$ cat config.mk
export PLATFORM = sky130hd
export DESIGN_NAME = fetch_tagger
export DESIGN_NICKNAME = d
export VERILOG_FILES = /design/src/rtl/fetch_tagger.sv
export SDC_FILE = /design/constraint.sdc
export NUM_CORES = 1
export LEC_CHECK = 0
export CAP_MARGIN = 20
export CORE_ASPECT_RATIO = 1.25
export CORE_MARGIN = 2
export CORE_UTILIZATION = 31
export CTS_CLUSTER_DIAMETER = 60
export DETAILED_ROUTE_END_ITERATION = 10
export PLACE_DENSITY_LB_ADDON = 0.15
export SYNTH_ARGS = -nofsm -noshare
export SYNTH_HDL_FRONTEND = slang
export SYNTH_SLANG_ARGS = --single-unit
export TNS_END_PERCENT = 1
$ cat constraint.sdc
create_clock -name i_clk -period 14.7 [get_ports i_clk]
set_input_delay 1.47 -clock i_clk [delete_from_list [all_inputs] [get_ports i_clk]]
set_output_delay 1.47 -clock i_clk [all_outputs]
set_load 0.02 [all_outputs]
$ cat src/rtl/fetch_tagger.sv
// Instruction fetch front end: PC, IMEM req/ack, rolling tags, issue pulse.
// Optional stall counter (o_stall_cnt) when FETCH_PERF_EN is defined.
module fetch_tagger #(
    parameter logic [31:0] RESET_PC = 32'h0000_0000,
    parameter int          TAG_W    = 4
) (
    input  logic             i_clk,
    input  logic             i_rst,
    input  logic             i_redirect_valid,
    input  logic [31:0]      i_redirect_pc,
    output logic             o_imem_req,
    output logic [31:0]      o_imem_addr,
    input  logic             i_imem_ack,
    input  logic [31:0]      i_imem_rdata,
    input  logic             i_stall,
    input  logic             i_retire,
    output logic             o_en,
    output logic [31:0]      o_instr,
    output logic [31:0]      o_next_pc,
    output logic [TAG_W-1:0] o_tag
`ifdef FETCH_PERF_EN
    ,
    output logic [31:0]      o_stall_cnt
`endif
);

    // Handshake: o_imem_req rises with o_imem_addr and both hold until a
    // cycle with i_imem_ack high; that cycle completes the transfer.
    localparam int unsigned TAGS = 2 ** TAG_W;

    typedef enum logic [1:0] {
        S_IDLE  = 2'd0,
        S_FETCH = 2'd1,
        S_HOLD  = 2'd2,
        S_DRAIN = 2'd3
    } state_t;

    state_t           r_state;
    logic [31:0]      r_pc;
    logic [31:0]      r_addr;
    logic             r_req;
    logic [31:0]      r_hold;
    logic [TAG_W-1:0] r_tag_ctr;
    logic [TAG_W:0]   r_inflight;
    logic             r_en;
    logic [31:0]      r_instr;
    logic [31:0]      r_next_pc;
    logic [TAG_W-1:0] r_tag;

    logic [31:0] w_redir_pc;
    logic [31:0] w_pc_plus4;
    logic        w_ack;
    logic        w_issuable;
    logic        w_issue;
    logic [31:0] w_word;

    assign w_redir_pc = i_redirect_pc & 32'hFFFF_FFFC;
    assign w_pc_plus4 = r_pc + 32'd4;
    assign w_ack      = i_imem_ack && r_req;
    assign w_issuable = !i_stall && (r_inflight < (TAG_W+1)'(TAGS)) && !i_redirect_valid;
    assign w_issue    = w_issuable && (((r_state == S_FETCH) && w_ack) || (r_state == S_HOLD));
    assign w_word     = (r_state == S_HOLD) ? r_hold : i_imem_rdata;

    always_ff @(posedge i_clk or posedge i_rst) begin
        if (i_rst) begin
            r_state    <= S_IDLE;
            r_pc       <= RESET_PC;
            r_addr     <= RESET_PC;
            r_req      <= 1'b0;
            r_hold     <= 32'h0000_0000;
            r_tag_ctr  <= '0;
            r_inflight <= '0;
            r_en       <= 1'b0;
            r_instr    <= 32'h0000_0013;
            r_next_pc  <= 32'h0000_0000;
            r_tag      <= '0;
        end else begin
            r_en <= w_issue;
            if (w_issue) begin
                r_instr   <= w_word;
                r_next_pc <= w_pc_plus4;
                r_tag     <= r_tag_ctr;
                r_tag_ctr <= r_tag_ctr + TAG_W'(1);
            end

            // Issue and retire together leave the count unchanged.
            if (w_issue && !i_retire) begin
                r_inflight <= r_inflight + (TAG_W+1)'(1);
            end else if (!w_issue && i_retire && (r_inflight != '0)) begin
                r_inflight <= r_inflight - (TAG_W+1)'(1);
            end

            case (r_state)
                S_IDLE: begin
                    r_state <= S_FETCH;
                    r_req   <= 1'b1;
                    if (i_redirect_valid) begin
                        r_pc   <= w_redir_pc;
                        r_addr <= w_redir_pc;
                    end else begin
                        r_addr <= r_pc;
                    end
                end
                S_FETCH: begin
                    if (i_redirect_valid) begin
                        r_pc <= w_redir_pc;
                        if (w_ack) begin
                            r_addr <= w_redir_pc;
                        end else begin
                            r_state <= S_DRAIN;
                        end
                    end else if (w_ack) begin
                        if (w_issuable) begin
                            r_pc   <= w_pc_plus4;
                            r_addr <= w_pc_plus4;
                        end else begin
                            r_hold  <= i_imem_rdata;
                            r_req   <= 1'b0;
                            r_state <= S_HOLD;
                        end
                    end
                end
                S_HOLD: begin
                    if (i_redirect_valid) begin
                        r_pc    <= w_redir_pc;
                        r_addr  <= w_redir_pc;
                        r_req   <= 1'b1;
                        r_state <= S_FETCH;
                    end else if (w_issuable) begin
                        r_pc    <= w_pc_plus4;
                        r_addr  <= w_pc_plus4;
                        r_req   <= 1'b1;
                        r_state <= S_FETCH;
                    end
                end
                S_DRAIN: begin
                    // The outstanding request stays on the bus; its data is dropped.
                    if (i_redirect_valid) begin
                        r_pc <= w_redir_pc;
                    end
                    if (w_ack) begin
                        r_addr  <= i_redirect_valid ? w_redir_pc : r_pc;
                        r_state <= S_FETCH;
                    end
                end
                default: begin
                    r_state <= S_IDLE;
                    r_req   <= 1'b0;
                end
            endcase
        end
    end

`ifdef FETCH_PERF_EN
    logic [31:0] r_stall_cnt;
    logic        w_stall_evt;

    assign w_stall_evt = (r_state == S_HOLD) || ((r_state == S_FETCH) && w_ack && !w_issuable);

    always_ff @(posedge i_clk or posedge i_rst) begin
        if (i_rst) begin
            r_stall_cnt <= 32'h0000_0000;
        end else if (w_stall_evt && (r_stall_cnt != 32'hFFFF_FFFF)) begin
            r_stall_cnt <= r_stall_cnt + 32'd1;
        end
    end

    assign o_stall_cnt = r_stall_cnt;
`endif

    assign o_imem_req  = r_req;
    assign o_imem_addr = r_addr;
    assign o_en        = r_en;
    assign o_instr     = r_instr;
    assign o_next_pc   = r_next_pc;
    assign o_tag       = r_tag;

endmodule

==> impl_metrics.xml <==
<?xml version="1.0" encoding="UTF-8"?>
<metrics>
  <group name="run_status">
    <metric name="run_status" unit="">complete, no violations</metric>
  </group>
  <group name="worst_setup_path">
    <metric name="crit_path_cell_trace" unit="">clkdlybuf4s50_1, or2_2, or3_4, inv_1, nand2b_1, inv_1, fa_1, inv_1, a21o_1, a21oi_1, mux2i_1, xor2_1</metric>
    <metric name="crit_arrival" unit="ns">4.69</metric>
    <metric name="critPathCaptureType" unit="">flop</metric>
    <metric name="critical_path.max_stage_delay" unit="ns">0.57</metric>
    <metric name="worst-setup-path-type" unit="">in2reg</metric>
    <metric name="timing.critical_path.from_type" unit="">primary input</metric>
    <metric name="cp_max_fo" unit="">41</metric>
    <metric name="critical-path-slowest-cell" unit="">sky130_fd_sc_hd__or3_4</metric>
    <metric name="critPathBufInv" unit="">4</metric>
    <metric name="cp_common_cell" unit="">sky130_fd_sc_hd__inv_1</metric>
    <metric name="timing.critical_path.required" unit="ns">15.07</metric>
    <metric name="timing.critical_path.max_delay_family" unit="">simple AND/OR/NAND/NOR gates</metric>
  </group>
  <group name="timing">
    <metric name="layout_setup_ws" unit="ns">10.37</metric>
    <metric name="finalSetupTns" unit="ns">0</metric>
    <metric name="timing.slew.headroom" unit="%">25.29</metric>
    <metric name="fin_skew" unit="ns">0.01058</metric>
    <metric name="achievable_clock_frequency" unit="GHz">0.2311</metric>
    <metric name="grt_setup_unrepaired" unit="">false</metric>
    <metric name="hold_viol" unit="">0</metric>
    <metric name="post-route-period-util" unit="%">29.43</metric>
    <metric name="tightestPinTransition" unit="ns">1.118</metric>
    <metric name="fin_crit" unit="ns">4.327</metric>
    <metric name="finalSetupViolCount" unit="">0</metric>
    <metric name="slew_violations" unit="">0</metric>
  </group>
  <group name="clocking">
    <metric name="post-cts-setup-buffers" unit="">0</metric>
    <metric name="clk_pin_slew" unit="ns">0.07</metric>
    <metric name="cts.htree.levels" unit="">4</metric>
    <metric name="postCtsResizedCells" unit="">0</metric>
    <metric name="tritoncts" unit="">done</metric>
    <metric name="hold_buffer_count_at_cts" unit="">0</metric>
    <metric name="root_buffer" unit="">sky130_fd_sc_hd__clkbuf_16</metric>
    <metric name="clock_tree.buffer_depth" unit="">2</metric>
    <metric name="tritoncts.num_buffers" unit="">17</metric>
    <metric name="tritoncts_num_sinks" unit="">177</metric>
    <metric name="clock_insertion_delay_at_the_later_pin_of_the_skew_report" unit="ns">0.44</metric>
  </group>
  <group name="floorplanning">
    <metric name="row_count" unit="">69</metric>
    <metric name="die-height" unit="um">192.5</metric>
    <metric name="core_region_area" unit="sq um">28230</metric>
    <metric name="floorplan.io_pins" unit="">172</metric>
    <metric name="die-width" unit="um">154.8</metric>
    <metric name="die-area" unit="sq um">29790</metric>
    <metric name="initial_standard_cell_utilization_of_the_core" unit="%">31.21</metric>
  </group>
  <group name="grt">
    <metric name="grt_overflow_total" unit="">0</metric>
    <metric name="grt_pass1_wl" unit="um">39300</metric>
    <metric name="number_of_antenna_violations_at_the_first_check_in_global_routing" unit="">1</metric>
    <metric name="via_count_of_the_first_global_routing_pass" unit="">6808</metric>
    <metric name="grt_start_max_net_pins" unit="">105</metric>
    <metric name="grtUsageTotal" unit="%">17.04</metric>
  </group>
  <group name="power_and_ir_drop">
    <metric name="cellLeakagePower" unit="uW">0.004621</metric>
    <metric name="power.density" unit="nW/um^2">193.9</metric>
    <metric name="total_power" unit="uW">2199</metric>
    <metric name="worst_ir_drop_vdd" unit="mV">0.1003</metric>
  </group>
  <group name="yosys">
    <metric name="synth_async_sr_flop_share" unit="%">100.0</metric>
    <metric name="synth_enable_flop_cells" unit="">0</metric>
    <metric name="postSynthRegisterBits" unit="">177</metric>
    <metric name="synthesis.yosys.warnings" unit="">0</metric>
    <metric name="synth_cells" unit="">887</metric>
    <metric name="synth.net_count" unit="">967</metric>
    <metric name="synth_seq_area_share" unit="%">50.32</metric>
    <metric name="netlist_top_cells_area" unit="">sky130_fd_sc_hd__dfrtp_1 (49%), sky130_fd_sc_hd__mux2_2 (6.6%), sky130_fd_sc_hd__nand2_1 (6.4%)</metric>
    <metric name="synth_area" unit="sq um">8810</metric>
    <metric name="synthDominantAreaCellType" unit="">sky130_fd_sc_hd__dfrtp_1</metric>
    <metric name="synthesis.area_per_instance" unit="sq um">9.932</metric>
    <metric name="postSynth.topFlopCell" unit="">sky130_fd_sc_hd__dfrtp_1</metric>
    <metric name="synth.distinct_cells" unit="">50</metric>
    <metric name="synth_top_area_share" unit="%">49.42</metric>
  </group>
  <group name="routing">
    <metric name="via_per_inst" unit="">4.843</metric>
    <metric name="drc_errors_left" unit="">0</metric>
    <metric name="final_antenna_net_count" unit="">0</metric>
    <metric name="wl_per_cell" unit="um">17.29</metric>
    <metric name="first_iter_violations" unit="">326</metric>
    <metric name="routed_wl" unit="um">24000</metric>
    <metric name="vias" unit="">6722</metric>
    <metric name="drt_first_pass_iters" unit="">4</metric>
  </group>
  <group name="layout">
    <metric name="ff_latch_area" unit="sq um">4433</metric>
    <metric name="number_of_filler_instances_in_the_final_layout" unit="">2846</metric>
    <metric name="drive_above_1_share" unit="%">10.26</metric>
    <metric name="multi_input_area" unit="sq um">4099</metric>
    <metric name="stdcell_area" unit="sq um">11340</metric>
    <metric name="area_delta_synth_final" unit="%">28.72</metric>
    <metric name="final_core_util" unit="%">40.17</metric>
    <metric name="antenna_cells_inserted" unit="">0</metric>
    <metric name="finish.net_count" unit="">1101</metric>
  </group>
  <group name="run">
    <metric name="drv_cap" unit="">0</metric>
  </group>
  <group name="place">
    <metric name="placement.cell_area" unit="sq um">10790</metric>
    <metric name="io_buffer_count" unit="">169</metric>
    <metric name="finalWeightedCongestion" unit="">0.7612</metric>
    <metric name="final_hpwl_dp" unit="um">16260</metric>
    <metric name="dp_slack" unit="ns">9.904</metric>
  </group>
  <group name="worst_hold_path">
    <metric name="holdCritPathClass" unit="">reg2reg</metric>
  </group>
</metrics>
-- report_power, final --
| group | internal [uW] | leakage [uW] | switching, uW |
|---|---|---|---|
| logic | 439 | 0.00222 | 516 |
| registers | 690 | 0.00216 | 132 |
| clock network | 216 | 0.000243 | 205 |
| total | 1350 | 0.00462 | 853 |
-- path summary, 6_finish.rpt --
kind / from / to / slack (ns) / cells after the start
min in group asynchronous: i_rst / o_instr[18]$_DFFE_PP0P_ / 1.63 / 2
worst max register to register: r_state[0]$_DFFE_PP0P_ / r_inflight[4]$_DFFE_PP0P_ / 11.01 / 14
max in group asynchronous: i_rst / r_pc[7]$_DFFE_PP0P_ / 11.83 / 4
worst max-delay path: i_stall / r_inflight[4]$_DFFE_PP0P_ / 10.37 / 12
worst min-delay path: r_pc[0]$_DFFE_PP0P_ / o_next_pc[0]$_DFFE_PP0P_ / 0.46 / 2
worst min register to register: r_pc[0]$_DFFE_PP0P_ / o_next_pc[0]$_DFFE_PP0P_ / 0.46 / 2
-- placed cells by master, fill, tap and decap left out, drive strengths merged, types with 3 or more instances in the layout --
cell type,Yosys,routed
dfrtp,174,174
clkdlybuf4s50,0,168
nand2,150,150
o21ai,106,106
mux2,52,52
mux2i,41,41
xnor2,40,40
xor2,37,37
nor2,34,34
nand3,24,24
clkbuf,45,20
a21oi,19,19
nand4,18,18
inv,15,17
nor4,16,16
nor3,13,13
buf,19,11
ha,9,9
or3,8,8
and2,5,5
and4,5,5
a21boi,5,5
clkinv,0,5
and3,4,4
o31a,4,4
nor2b,4,4
a31oi,4,4
o31ai,4,4
clkinvlp,0,4
nand2b,3,3
a21o,3,3
o311a,3,3
o211ai,3,3
dfstp,3,3
-- cell type report --
| type | count | area share [%] |
|---|---|---|
| Sequential cell | 177 | 39.09 |
| Multi-Input combinational cell | 631 | 36.15 |
| Timing Repair Buffer | 179 | 15.71 |
| Inverter | 15 | 0.5407 |
| Tap cell | 355 | 3.917 |
| Clock buffer | 20 | 3.851 |
| Clock inverter | 11 | 0.7393 |
-- synth_stat cells (15+ instances only) --
| cell | count |
|---|---|
| sky130_fd_sc_hd__nand3_1 | 24 |
| sky130_fd_sc_hd__xor2_1 | 37 |
| sky130_fd_sc_hd__nand2_1 | 150 |
| sky130_fd_sc_hd__mux2i_1 | 41 |
| sky130_fd_sc_hd__mux2_2 | 52 |
| sky130_fd_sc_hd__nand4_1 | 17 |
| sky130_fd_sc_hd__inv_1 | 15 |
| sky130_fd_sc_hd__clkbuf_1 | 45 |
| sky130_fd_sc_hd__a21oi_1 | 19 |
| sky130_fd_sc_hd__xnor2_1 | 40 |
| sky130_fd_sc_hd__dfrtp_1 | 174 |
| sky130_fd_sc_hd__nor4_1 | 15 |
| sky130_fd_sc_hd__o21ai_0 | 105 |
| sky130_fd_sc_hd__nor2_1 | 34 |
-- state kept, by name (all words and copies together), names as in the netlist --
| name | count |
|---|---|
| o_next_pc | 32 |
| r_pc | 32 |
| r_inflight | 5 |
| o_instr | 32 |
| r_tag_ctr | 4 |
| r_hold | 32 |
| o_imem_req | 1 |
| o_en | 1 |
| r_state | 2 |
| o_imem_addr | 32 |
| o_tag | 4 |
-- routing by layer --
metal / part of all wire, % / GRT usage, % / vias up
li1: - / - / 3323
met2: 48 / 28.00 / 143
met3: 6.9 / 5.704 / 25
met4: 1.2 / 4.380 / 2
met5: 0.054 / 0 / -
met1: 44 / 21.64 / 3229
-- kinds of logic after synthesis --
group | Yosys count | share of synthesized area, %
buffers and inverters | 79 | 3.551
multiplexers | 93 | 11.31
XOR/XNOR | 77 | 7.655
AO/OA/AOI/OAI | 161 | 10.40
flip-flops | 177 | 50.32
AND/OR/NAND/NOR | 290 | 15.27
adder cells (fa/ha/maj) | 10 | 1.505
-- through the flow --
step	instances	hold WS [ns]
floorplan	887	0.4309
global placement	1356	0.4485
detailed placement	1356	0.4483
CTS	1387	0.4650
global route	1388	0.5014
finish	1388	0.4590
-- worst register-to-register path, cell delays in order (launching register included) --
cell,delay (ns)
sky130_fd_sc_hd__dfrtp_1,0.44
sky130_fd_sc_hd__inv_1,0.09
sky130_fd_sc_hd__ha_2,0.15
sky130_fd_sc_hd__buf_4,0.50
sky130_fd_sc_hd__a31oi_1,0.08
sky130_fd_sc_hd__or3_4,0.54
sky130_fd_sc_hd__inv_1,0.44
sky130_fd_sc_hd__nand2b_1,0.27
sky130_fd_sc_hd__inv_1,0.12
sky130_fd_sc_hd__fa_1,0.20
sky130_fd_sc_hd__inv_1,0.05
sky130_fd_sc_hd__a21o_1,0.17
sky130_fd_sc_hd__a21oi_1,0.18
sky130_fd_sc_hd__mux2i_1,0.23
sky130_fd_sc_hd__xor2_1,0.15
No activity file was read; power rests on OpenSTA's default activity.
